[config.mk]
export PLATFORM = sky130hd
export DESIGN_NAME = pcm_stream_out
export DESIGN_NICKNAME = d
export VERILOG_FILES = /design/src/rtl/pcm_pkg.sv /design/src/rtl/pcm_stream_out_sd_dac1.sv /design/src/rtl/pcm_stream_out.sv
export SDC_FILE = /design/constraint.sdc
export NUM_CORES = 1
export LEC_CHECK = 0
export CAP_MARGIN = 20
export CORE_ASPECT_RATIO = 0.6
export CORE_MARGIN = 10
export CORE_UTILIZATION = 43
export CTS_CLUSTER_DIAMETER = 30
export DETAILED_ROUTE_END_ITERATION = 12
export GPL_TIMING_DRIVEN = 1
export PLACE_DENSITY = 0.72
export SYNTH_ARGS = -nofsm -noshare
export SYNTH_HDL_FRONTEND = slang
export SYNTH_SLANG_ARGS = --single-unit
export TNS_END_PERCENT = 30
[constraint.sdc]
create_clock -name clk96m -period 4.5 [get_ports clk96m]
set_input_delay 0.9 -clock clk96m [delete_from_list [all_inputs] [get_ports clk96m]]
set_output_delay 0.9 -clock clk96m [all_outputs]
set_load 0.01 [all_outputs]
[src/rtl/pcm_pkg.sv]
// pcm_pkg -- shared definitions for the PCM sigma-delta output block.
//   pcm_state_e      : frame sequencer states (IDLE, FETCH, CAPTURE, LOAD)
//   PCM_DATA_W_DEF   : default sample width in bits
//   PCM_DIV_DEF      : default clk96m cycles per frame (96 MHz / 48 kHz)
//   PCM_CHANNELS_DEF : default number of interleaved channels
package pcm_pkg;

  localparam int PCM_DATA_W_DEF   = 16;
  localparam int PCM_DIV_DEF      = 2000;
  localparam int PCM_CHANNELS_DEF = 2;

  typedef enum logic [1:0] {
    S_IDLE    = 2'd0,
    S_FETCH   = 2'd1,
    S_CAPTURE = 2'd2,
    S_LOAD    = 2'd3
  } pcm_state_e;

endpackage

[src/rtl/pcm_stream_out_sd_dac1.sv]
// sd_dac1 -- single-channel first-order sigma-delta modulator.
// Optional feature macro: PCM_VOLUME_EN (arithmetic right shift of the sample
// by min(volume, DATA_W-1) before modulation). Without it volume is ignored.
// Ports:
//   clk96m  in   system clock
//   rst     in   synchronous active-high reset (clears the accumulator)
//   sample  in   signed two's-complement sample, held between frames
//   volume  in   attenuation shift amount
//   dac_out out  1-bit density-modulated stream
module sd_dac1 #(
  parameter int DATA_W = 16
) (
  input  logic              clk96m,
  input  logic              rst,
  input  logic [DATA_W-1:0] sample,
  input  logic [3:0]        volume,
  output logic              dac_out
);

  logic signed [DATA_W-1:0] shifted;
  logic        [DATA_W-1:0] offset;
  logic        [DATA_W:0]   acc;

`ifdef PCM_VOLUME_EN
  always_comb begin
    shifted = $signed(sample);
    if ({28'd0, volume} > 32'(DATA_W - 1))
      shifted = $signed(sample) >>> (DATA_W - 1);
    else
      shifted = $signed(sample) >>> volume;
  end
`else
  logic unused_volume;
  assign unused_volume = ^volume;
  assign shifted = $signed(sample);
`endif

  // Inverting the MSB maps signed full scale onto 0..2^DATA_W-1, so the
  // carry-out density equals (sample + half scale) / full scale.
  assign offset = {~shifted[DATA_W-1], shifted[DATA_W-2:0]};

  always_ff @(posedge clk96m) begin
    if (rst) acc <= '0;
    else     acc <= {1'b0, acc[DATA_W-1:0]} + {1'b0, offset};
  end

  assign dac_out = acc[DATA_W];

endmodule

[src/rtl/pcm_stream_out.sv]
// pcm_stream_out -- frame-paced PCM reader driving per-channel sigma-delta DACs.
// Optional feature macro: PCM_VOLUME_EN (volume attenuation inside sd_dac1).
// Ports:
//   clk96m       in   96 MHz system clock
//   rst          in   synchronous active-high reset
//   enable       in   playback enable; low holds the frame counter at 0
//   fifo_empty   in   upstream FIFO empty flag
//   fifo_rd_en   out  one-cycle FIFO read strobe (data returns next cycle)
//   fifo_data    in   FIFO read data
//   volume       in   attenuation shift amount
//   sample_tick  out  one-cycle pulse at each frame start
//   dac_out      out  per-channel 1-bit streams
//   underrun     out  one-cycle pulse after a frame with a missing sample
//   underrun_cnt out  saturating count of underrun frames
//   state        out  sequencer state (debug visibility)
//   active       out  active samples, channel c at [c*DATA_W +: DATA_W] (debug)
// Handshake: a read is issued only when fifo_empty was low on the cycle the
// sequencer entered FETCH; fifo_rd_en is then high for exactly that FETCH
// cycle and fifo_data is taken in the following CAPTURE cycle.
module pcm_stream_out
  import pcm_pkg::*;
#(
  parameter int DATA_W   = PCM_DATA_W_DEF,
  parameter int CHANNELS = PCM_CHANNELS_DEF,
  parameter int DIV      = PCM_DIV_DEF
) (
  input  logic                       clk96m,
  input  logic                       rst,
  input  logic                       enable,
  input  logic                       fifo_empty,
  output logic                       fifo_rd_en,
  input  logic [DATA_W-1:0]          fifo_data,
  input  logic [3:0]                 volume,
  output logic                       sample_tick,
  output logic [CHANNELS-1:0]        dac_out,
  output logic                       underrun,
  output logic [15:0]                underrun_cnt,
  output pcm_state_e                 state,
  output logic [CHANNELS*DATA_W-1:0] active
);

  localparam int CNT_W = (DIV > 1) ? $clog2(DIV) : 1;
  localparam int IDX_W = (CHANNELS > 1) ? $clog2(CHANNELS) : 1;
  localparam logic [CNT_W-1:0] CNT_LAST = CNT_W'(DIV - 1);
  localparam logic [IDX_W-1:0] IDX_LAST = IDX_W'(CHANNELS - 1);

  logic [CNT_W-1:0]  cnt;
  logic [IDX_W-1:0]  idx;
  logic              read_q;
  logic              underrun_flag;
  logic              enter_fetch;
  logic [DATA_W-1:0] shadow   [CHANNELS];
  logic [DATA_W-1:0] active_q [CHANNELS];

  // Frame pacing counter.
  always_ff @(posedge clk96m) begin
    if (rst || !enable)       cnt <= '0;
    else if (cnt == CNT_LAST) cnt <= '0;
    else                      cnt <= cnt + 1'b1;
  end

  assign sample_tick = !rst && enable && (cnt == CNT_LAST);

  // A tick outside IDLE is simply not looked at, so it is dropped.
  assign enter_fetch = ((state == S_IDLE) && sample_tick) ||
                       ((state == S_CAPTURE) && (idx != IDX_LAST));

  always_ff @(posedge clk96m) begin
    if (rst) begin
      state         <= S_IDLE;
      idx           <= '0;
      fifo_rd_en    <= 1'b0;
      read_q        <= 1'b0;
      underrun_flag <= 1'b0;
      underrun      <= 1'b0;
      underrun_cnt  <= '0;
      for (int c = 0; c < CHANNELS; c++) begin
        shadow[c]   <= '0;
        active_q[c] <= '0;
      end
    end else begin
      fifo_rd_en <= 1'b0;
      underrun   <= 1'b0;

      // The empty flag is sampled on the way into FETCH so the read strobe
      // can be a clean register during the FETCH cycle itself.
      if (enter_fetch) begin
        fifo_rd_en <= !fifo_empty;
        read_q     <= !fifo_empty;
        if (fifo_empty) underrun_flag <= 1'b1;
      end

      case (state)
        S_IDLE: begin
          if (sample_tick) begin
            idx   <= '0;
            state <= S_FETCH;
          end
        end
        S_FETCH: begin
          state <= S_CAPTURE;
        end
        S_CAPTURE: begin
          shadow[idx] <= read_q ? fifo_data : '0;
          if (idx == IDX_LAST) begin
            state <= S_LOAD;
          end else begin
            idx   <= idx + 1'b1;
            state <= S_FETCH;
          end
        end
        S_LOAD: begin
          for (int c = 0; c < CHANNELS; c++) active_q[c] <= shadow[c];
          underrun      <= underrun_flag;
          underrun_flag <= 1'b0;
          if (underrun_flag && (underrun_cnt != 16'hFFFF))
            underrun_cnt <= underrun_cnt + 16'd1;
          state <= S_IDLE;
        end
        default: state <= S_IDLE;
      endcase
    end
  end

  for (genvar c = 0; c < CHANNELS; c++) begin : g_dac
    sd_dac1 #(.DATA_W(DATA_W)) u_dac (
      .clk96m  (clk96m),
      .rst     (rst),
      .sample  (active_q[c]),
      .volume  (volume),
      .dac_out (dac_out[c])
    );
    assign active[c*DATA_W +: DATA_W] = active_q[c];
  end

endmodule

* Word level (Yosys, flattened, before mapping)
Memories as Yosys holds them, arrays and structs flattened.
Index checks and enable logic that the tools add are counted.
** Storage, ports and cells
- Register bits after elaboration :: 68
- RAM bits :: 64
- Input port bits :: 24
- Logic and storage cells :: 70
- Memories :: 2
** Cells by class
- Add/sub/neg operators :: 5
- Equal/unequal tests :: 6
- Muxes and demuxes :: 20
- Bitwise logic cells :: 7
- Reductions and logical operators :: 20
** Memory list
- active_q :: depth 2, bits a word 16, rd ports 2, clocked after memory_dff 0, write ports 2, line pcm_stream_out.sv:53 : logic [DATA_W-1:0] active_q [CHANNELS];
- shadow :: depth 2, bits a word 16, rd ports 2, clocked after memory_dff 0, write ports 2, line pcm_stream_out.sv:52 : logic [DATA_W-1:0] shadow [CHANNELS];
** Operator list (count)
- $mux 16 :: 4
- $add 16x16->17 :: 2
- $add 16x1->16 const B :: 1
- $ne 16x16->1 const B :: 1
- $reduce_or 16->1 :: 1
- $mux 1 :: 12
- $add 11x1->11 const B :: 1
- $eq 11x11->1 const B :: 1
- $pmux 2 s4 :: 1
- $reduce_or 2->1 :: 4
- $reduce_and 2->1 :: 3
- $logic_and 1x1->1 :: 5
- $not 1->1 :: 5
- $eq 2x2->1 const B :: 2
- $mux 2 :: 2
- $logic_not 1->1 :: 3
- $eq 2x1->1 const B :: 1
- $logic_not 2->1 :: 1
- $logic_or 1x1->1 :: 2
- $ne 2x2->1 const B :: 1
- $or 1x1->1 :: 2
- $pmux 1 s2 :: 1
- $reduce_bool 2->1 :: 1
- $add 1x1->1 const B :: 1

* Logic depth before layout (Yosys ltp)
Gate-level depths: netlist of the first run.
- Depth in word-level cells :: 7
- Gate-level depth with buffers :: 8

* Cells and area by module
From an unflattened synthesis of the first run, not the netlist that was laid out.
** Second synthesis, totals
- Cell total of the unflattened synthesis :: 606
- Area, all modules :: 6495.0 um2
** By module, submodules not included
- pcm_stream_out :: times used 1, cells an instance 342, area each 4030.1 um2
- sd_dac1 :: times used 2, cells an instance 132, area each 1232.4 um2

* Worst setup path after synthesis of the first run
OpenSTA, ideal clock, no wires.
- Kind :: input port to output port
- From :: input port enable
- To :: output port sample_tick
- Arrival time :: 1560 ps
- Setup slack :: 2040 ps
- Stages :: 2
- Path buffers :: 0
- Path through :: or2b_1 -> nor4_4
** Between the ends
- Longest elaborated chain between the ends :: 2
** RTL lines
- start: declaration :: line pcm_stream_out.sv:29 : input logic enable,
- $logic_and 1x1->1 (2 in series) :: line pcm_stream_out.sv:62 : assign sample_tick = !rst && enable && (cnt == CNT_LAST);
- end: declaration :: line pcm_stream_out.sv:34 : output logic sample_tick,
No other way between the ends.

* Final worst setup path of the first run
Same ends and word-level chain as after synthesis.

==> run summary, run 1 <==
Status: complete, no violations
DRT Pass-1 Iters: 5
Clock-pin transition on the worst setup and hold timing paths: 50 ps
Synthesized area: 6260 µm²
GR Util met2: 0.219
Worst-skew pair later-pin latency: 410 ps
Cell area after layout: 7800 µm²
DP Wirelength: 10,500 µm
Post-Syn Area per Cell: 10.4 µm²
CTS tree: yes
Hold Crit Class: reg -> reg
# port buffers: 74
# hold bufs at CTS: 0
Routability cong.: 0.908
First-pass GRT wire length: 23,400 µm
Clock root cell: clkbuf_16
GR peak layer: met2
Crit start category: input pin
Clock skew: 8.77 ps
Share of cells above drive strength 1: 0.0766
Total CTS buffers: 17
TNS Setup: 0 ps
Met1 Use GR: 0.190
Power Density: 417 nW/µm²
Clock buffer depth: 2
Slew HR: 0.519
PostCTS Resize Cnt: 0
Synth cell count leaders: 105 x nor2_1, 68 x dfxtp_1, 64 x edfxtp_1, 38 x nand2_1, 34 x ha_1
Max Cap Violations: 0
Synth unique cells: 59
RSZ-0062 raised after global routing: no
Gr ovfl total: 0
DR vias: 4,659
Leak Pwr: 2.99 nW
Total wire length: 14,400 µm
Number of synthesized flops with an enable pin: 64
Top post-synthesis cells by area: edfxtp_1 31%, dfxtp_1 22%, ha_1 6.8%
Async S/R FF share, synth: 0
Post-CTS Setup Bufs: 0
Total die area: 19,900 µm²
WL per Instance: 16.2 µm
Post-route ant nets: 0
Tcrit/Tclk final: 0.802
Vias in the first global route: 4,649
Type of the worst setup path: in -> out
I/O pins: 79
Critical Path Sink Type: output pin
Tmin final: 3610 ps
DRC: 0
CP Data Arrival Time: 2710 ps
Core Util, Final: 0.543
Initial cell density of the core: 0.435
DRT iter0 DRCs: 454
DR vias/cell: 5.23
Die height: 113 µm
Dominant synthesized flop cell: dfxtp_1
Row cnt: 34
Post-Syn Nets: 663
P&R area growth vs syn: 24.7%
Largest net degree at the start of global routing: 58
Initial antenna violation count: 1
Met3 usage in global routing: 0.0627
Most frequent cell after synthesis: nor2_1
Placed instance area: 7180 µm²
Highest Clock Rate: 277 MHz
Worst Path Max Fanout: 4
Power, Total: 3.26 mW
CTS H-Tree Depth: 4
Die width: 176 µm
Seq cells post-synth: 132
GRT Util Overall: 0.147
Nets@finish: 739
Mapped Cells: 603
Yosys top cell by area: edfxtp_1
Fin. Hold Viols: 0
Core Region: 14,400 µm²
Yosys top cell area share: 0.307
Final number of setup-violating endpoints: 0
Warnings from Yosys: 0
Worst-Margin Slew: 721 ps
Peak supply drop: 0.000254 V
Slew Limit Fails: 0
Required @ worst endpoint: 3600 ps
Ant. Diodes: 0
# clock sinks: 132
Sequential element share of the synthesized area: 0.525
## state kept, by name, indices dropped and copies added, names as in the netlist
signal and cells:
underrun_cnt 16, cnt 11, idx 1, read_q 1
underrun_flag 1, active_q 32, state 2, underrun 1
shadow 32, g_dac.u_dac.acc 34, fifo_rd_en 1
## layer usage
| metal | up-vias | routed length, µm | share of wire |
|---|---|---|---|
| li1 | 2276 | - | - |
| met1 | 2215 | 6620 | 0.46 |
| met2 | 147 | 6300 | 0.44 |
| met3 | 19 | 1340 | 0.093 |
| met4 | 2 | 166 | 0.012 |
| met5 | - | 13 | 0.00090 |
## cell families (layout without fill, tap and decap cells)
logic type      after synthesis  count (layout)  share of synthesized area
compound gates              106             106                      0.119
xor+xnor                     39              39                     0.0546
fa+ha+maj                    36              36                     0.0744
buf+inv                      40             129                     0.0260
flops                       132             132                      0.525
mux                           5               5                    0.00860
simple gates                245             245                      0.192
## worst max-delay path: stages
cell	delay, ps
clkdlybuf4s50_1	500
or2b_1	280
nor4_4	380
clkdlybuf4s50_1	640
## through the flow
step                      instances  setup WS (ps)  hold WS (ps)
after detailed placement        858            877           455
after global routing            890            825           504
after CTS                       890            868           480
after global placement          858            872           429
after floorplan                 603           2040           418
final                           890            893           475
## final timing paths
kind	endpoint	from	slack [ps]	cells past startpoint
max	sample_tick	enable	890	4
min	cnt[0]$_SDFF_PP0_	cnt[0]$_SDFF_PP0_	470	1
min reg2reg	cnt[0]$_SDFF_PP0_	cnt[0]$_SDFF_PP0_	470	1
max reg2reg	g_dac[1].u_dac.acc[12]$_SDFF_PP0_	active_q[0][16]$_SDFFCE_PN0P_	1720	8
## report_power, final
part	internal, mW	total, mW	switching, mW
logic	0.198	0.452	0.254
clock network	0.943	1.44	0.501
registers	1.33	1.36	0.0302
total	2.47	3.26	0.785
## final cells by class
class / count / area, µm²
inverters: 18 / 67.6
well taps: 198 / 248
repair buffers: 79 / 773
clock buffers: 23 / 499
clock inverters: 9 / 123
flip-flops and latches: 132 / 3280
multi-input cells: 431 / 2810
fillers: 1253 / 6580
## placed cells by master (no fill, tap or decap), types with 22 or more instances in the layout
| master | n |
|---|---|
| nand2_1 | 38 |
| nor2_1 | 105 |
| clkdlybuf4s50_1 | 73 |
| dfxtp_1 | 68 |
| ha_1 | 34 |
| a21oi_1 | 28 |
| edfxtp_1 | 64 |
| and2_1 | 33 |
| xor2_1 | 22 |
No activity file was read; power rests on OpenSTA's default activity.
==> run 2: changes to the inputs <==
--- a/config.mk
+++ b/config.mk
@@ -12,7 +12,7 @@
 export CTS_CLUSTER_DIAMETER = 30
 export DETAILED_ROUTE_END_ITERATION = 12
 export GPL_TIMING_DRIVEN = 1
-export PLACE_DENSITY = 0.72
+export PLACE_DENSITY = 0.75
 export SYNTH_ARGS = -nofsm -noshare
 export SYNTH_HDL_FRONTEND = slang
 export SYNTH_SLANG_ARGS = --single-unit
==> constraint.sdc (replaced) <==
create_clock -name clk96m -period 3.3 [get_ports clk96m]
set_input_delay 0.66 -clock clk96m [delete_from_list [all_inputs] [get_ports clk96m]]
set_output_delay 0.66 -clock clk96m [all_outputs]
set_load 0.01 [all_outputs]
==> run summary, run 2 (synthesis gave the netlist of run 1 again) <==
Worst-Margin Slew: 699 ps
Clock-pin transition on the worst setup and hold timing paths: 60 ps
Vias in the first global route: 4,678
Row cnt: 34
Routability cong.: 0.907
Cell area after layout: 7740 µm²
CTS H-Tree Depth: 4
Power Density: 538 nW/µm²
Status: complete, no violations
DRC: 0
Initial antenna violation count: 2
Commonest non-fill, non-tap cell in the layout: nor2_1
Share of cells above drive strength 1: 0.0791
Fin. Hold Viols: 0
Regs by FF count: g_dac.u_dac.acc: 34 flops, active_q: 32 flops, shadow: 32 flops
Core Region: 14,400 µm²
Type of the worst setup path: in -> out
Crit start category: input pin
Max FFs per register: 34
Required @ worst endpoint: 2640 ps
P&R area growth vs syn: 23.7%
Sw frac: 0.250
Tcrit/Tclk final: 0.922
First-pass GRT wire length: 23,800 µm
Post-route ant nets: 0
Leak Pwr: 2.97 nW
Met3 usage in global routing: 0.0574
RSZ-0062 raised after global routing: no
Highest Clock Rate: 329 MHz
Total die area: 19,900 µm²
WHS: 476 ps
Met1 Use GR: 0.199
Switch Pwr: 1.04 mW
FF-to-FF setup slack: 670 ps
PostCTS Resize Cnt: 0
WL per Instance: 16.3 µm
DP Wirelength: 10,700 µm
Worst Path Max Fanout: 2
DRT iter0 DRCs: 329
GRT Util Overall: 0.148
Sequential fraction of design power: 0.446
TNS Setup: 0 ps
Clock root cell: clkbuf_16
DR vias: 4,609
Clk network pwr share: 0.405
Peak supply drop: 0.000396 V
Comb power frac: 0.150
Slew HR: 0.533
Final number of setup-violating endpoints: 0
Clock buffer depth: 2
Worst-skew pair later-pin latency: 410 ps
Die height: 113 µm
# clock sinks: 132
Gr ovfl total: 0
Most frequent cells in the layout: 105 x nor2_1, 73 x clkdlybuf4s50_1, 68 x dfxtp_1, 64 x edfxtp_1, 38 x nand2_1
GR peak layer: met2
Post-CTS Setup Bufs: 0
Max Cap Violations: 0
Critical Path Sink Type: output pin
Total CTS buffers: 17
DRT Pass-1 Iters: 7
CP Data Arrival Time: 2380 ps
Slew Limit Fails: 0
DR vias/cell: 5.16
CTS tree: yes
Nets@finish: 742
# port buffers: 74
GR Util met2: 0.216
I/O pins: 79
Placed instance area: 7200 µm²
# hold bufs at CTS: 0
Biggest register: g_dac.u_dac.acc
Hold Crit Class: reg -> reg
Initial cell density of the core: 0.435
Largest net degree at the start of global routing: 32
Die width: 176 µm
Internal Pwr Total: 3.12 mW
Total wire length: 14,500 µm
Clock skew: 8.93 ps
Tmin final: 3040 ps
==> run 2: cell count changes in the layout (fill, tap and decap cells not counted), sizes merged <==
cell / delta
clkinv: -1
inv: +1
clkinvlp: -1
diode: +1
clkbuf: +4
buf: +3
bufinv: -3
==> run 2: routing by layer <==
metal / vias to the layer above / wire length (µm) / share of wire
li1: 2273 / - / -
met1: 2164 / 6900 / 0.47
met2: 157 / 6210 / 0.43
met3: 15 / 1310 / 0.090
met4: 0 / 117 / 0.0080
met5: - / 0 / 0
==> run 2: critical path: stages <==
cell and delay (ps):
clkdlybuf4s50_1 510, or2b_1 280, nor4_4 300, clkdlybuf4s50_1 630
==> run 2: layout make-up <==
cell class	count	area [µm²]
Fill cell	1254	6640
Timing Repair Buffer	82	796
Clock inverter	5	26.3
Tap cell	198	248
Inverter	18	67.6
Clock buffer	27	503
Antenna cell	1	2.50
Multi-Input combinational cell	431	2810
Sequential cell	132	3280
==> run 2: metrics by stage <==
stage | setup slack (ps) | total power, mW | instances | util
2_1_floorplan | 902 | 2.32 | 603 | -
3_3_place_gp | 250 | 2.46 | 861 | 0.501
3_5_place_dp | 261 | 2.50 | 861 | 0.501
4_1_cts | 247 | 4.19 | 893 | 0.538
5_1_grt | 199 | 4.36 | 893 | 0.538
6_report | 257 | 4.16 | 894 | 0.538
==> run 2: path summary, 6_finish.rpt <==
kind	startpoint	end	cells past startpoint
max reg2reg	active_q[0][16]$_SDFFCE_PN0P_	g_dac[1].u_dac.acc[12]$_SDFF_PP0_	8
max	enable	sample_tick	4
min	cnt[0]$_SDFF_PP0_	cnt[0]$_SDFF_PP0_	1
min reg2reg	cnt[0]$_SDFF_PP0_	cnt[0]$_SDFF_PP0_	1
==> run 2: power by group through the flow <==
stage	Clock (mW)	Sequential [mW]	Combinational [mW]
final	1.69	1.86	0.623
after global routing	1.81	1.86	0.691
after CTS	1.72	1.86	0.617
after detailed placement	0	1.89	0.608
after global placement	0	1.89	0.578
after floorplan	0	1.88	0.440
==> run 3: changes to the inputs <==
--- a/config.mk
+++ b/config.mk
@@ -7,7 +7,6 @@
 export LEC_CHECK = 0
 export CAP_MARGIN = 20
 export CORE_ASPECT_RATIO = 0.6
-export CORE_MARGIN = 10
 export CORE_UTILIZATION = 43
 export CTS_CLUSTER_DIAMETER = 30
 export DETAILED_ROUTE_END_ITERATION = 12
==> run summary, run 3 (synthesis gave the netlist of run 1 again) <==
Leak Pwr: 2.99 nW
Initial antenna violation count: 0
Post-CTS Setup Bufs: 0
Commonest non-fill, non-tap cell in the layout: nor2_1
Tmin final: 3080 ps
Power Density: 546 nW/µm²
Row cnt: 33
Final Non-Filler Cells: 887
Worst-skew pair later-pin latency: 410 ps
Placed cell count: 855
Max Cap Violations: 0
Core Region: 13,900 µm²
First-pass GRT wire length: 22,600 µm
Top Layer Used: met4
TNS Setup: 0 ps
Critical Path Sink Type: output pin
CTS tree: yes
Post-route ant nets: 0
GRT Util Overall: 0.201
Peak supply drop: 0.000362 V
Slew Limit Fails: 0
Share of cells above drive strength 1: 0.0820
Total die area: 15,100 µm²
RSZ-0062 raised after global routing: no
Delay of the slowest critical-path stage: 620 ps
Fin. Hold Viols: 0
Worst Hold Depth: 1
Tcrit/Tclk final: 0.934
Die width: 158 µm
Met1 WL: 6630 µm
Regs by FF count: g_dac.u_dac.acc: 34 flops, active_q: 32 flops, shadow: 32 flops
Nets@finish: 742
Setup crit start: enable
Clock buffer depth: 2
FF-to-FF setup slack: 670 ps
Ant. Diodes: 0
Gr ovfl total: 0
Biggest register: g_dac.u_dac.acc
FF-to-FF End: g_dac[1].u_dac.acc[12]$_SDFF_PP0_
CP cell instances: clkdlybuf4s50_1, or2b_1, nor4_4, clkdlybuf4s50_1
Highest Clock Rate: 325 MHz
Routability cong.: 0.847
Critical Path Slowest Stage Cell: clkdlybuf4s50_1
Met3 WL: 1160 µm
Total CTS buffers: 17
P&R area growth vs syn: 23.9%
Most frequent cells in the layout: 105 x nor2_1, 73 x clkdlybuf4s50_1, 68 x dfxtp_1, 64 x edfxtp_1, 38 x nand2_1
DR vias/cell: 5.29
DP Wirelength: 10,300 µm
Clock root cell: clkbuf_16
CP Data Arrival Time: 2420 ps
Metal2 WL: 6220 µm
WL per Instance: 16.0 µm
Most used cell, CP: clkdlybuf4s50_1
PostCTS Resize Cnt: 0
Total wire length: 14,200 µm
Worst-Margin Slew: 793 ps
Final number of setup-violating endpoints: 0
# clock sinks: 132
DRT Pass-1 Iters: 5
Largest net degree at the start of global routing: 33
Vias in the first global route: 4,514
I/O pins: 79
# port buffers: 74
Die height: 95.4 µm
Status: complete, no violations
Crit start category: input pin
Worst Reg2Reg Path Length in Cells: 8
Worst Path Max Fanout: 2
WHS: 445 ps
DR vias: 4,696
Clock skew: 6.92 ps
Worst reg2reg startpoint: active_q[0][16]$_SDFFCE_PN0P_
# hold bufs at CTS: 0
DRT iter0 DRCs: 345
Hold path start: cnt[0]$_SDFF_PP0_
Required @ worst endpoint: 2640 ps
Type of the worst setup path: in -> out
Slew HR: 0.469
DRC: 0
Clock-pin transition on the worst setup and hold timing paths: 50 ps
Hold endpoint: cnt[0]$_SDFF_PP0_
Hold Crit Class: reg -> reg
CTS H-Tree Depth: 4
Max FFs per register: 34
Initial cell density of the core: 0.450
run 3: where the power goes:
| part | leakage [nW] | internal [mW] | switching [mW] |
|---|---|---|---|
| logic | 1.49 | 0.271 | 0.351 |
| clock network | 0.281 | 1.08 | 0.678 |
| registers | 1.22 | 1.82 | 0.0409 |
run 3: area by class of cell:
type / instances / area, µm²
fillers: 1208 / 6160
repair buffers: 82 / 796
clock inverters: 8 / 43.8
inverters: 18 / 67.6
clock buffers: 24 / 513
multi-input cells: 431 / 2810
flip-flops and latches: 132 / 3280
well taps: 192 / 240
run 3: layer usage:
| metal | up-vias | global-route usage |
|---|---|---|
| li1 | 2276 | - |
| met2 | 163 | 0.307 |
| met1 | 2241 | 0.265 |
| met4 | 0 | 0.0858 |
| met3 | 16 | 0.0609 |
| met5 | - | 0 |
run 3: stage by stage:
| stage | instance area [µm²] | total power [mW] | util | setup slack, ps |
|---|---|---|---|---|
| 2_1_floorplan | 6260 | 2.32 | - | 902 |
| 3_3_place_gp | 7200 | 2.47 | 0.517 | 265 |
| 3_5_place_dp | 7200 | 2.50 | 0.517 | 223 |
| 4_1_cts | 7750 | 4.25 | 0.557 | 212 |
| 5_1_grt | 7750 | 4.42 | 0.557 | 156 |
| 6_report | 7750 | 4.24 | 0.557 | 219 |
run 3: worst max-delay path: cells and delay by family:
kind          cells  cell delay, ps
buf+inv           2            1130
simple gates      2             630
run 3: worst max-delay path by stage:
| stage | endpoint | slack [ps] | depth (start not counted) |
|---|---|---|---|
| after floorplan | g_dac[1].u_dac.acc[12]$_SDFF_PP0_ | 900 | 8 |
| after global placement | sample_tick | 270 | 4 |
| after global routing | sample_tick | 160 | 4 |
| after CTS | sample_tick | 210 | 4 |
| final | sample_tick | 220 | 4 |
| after detailed placement | sample_tick | 220 | 4 |
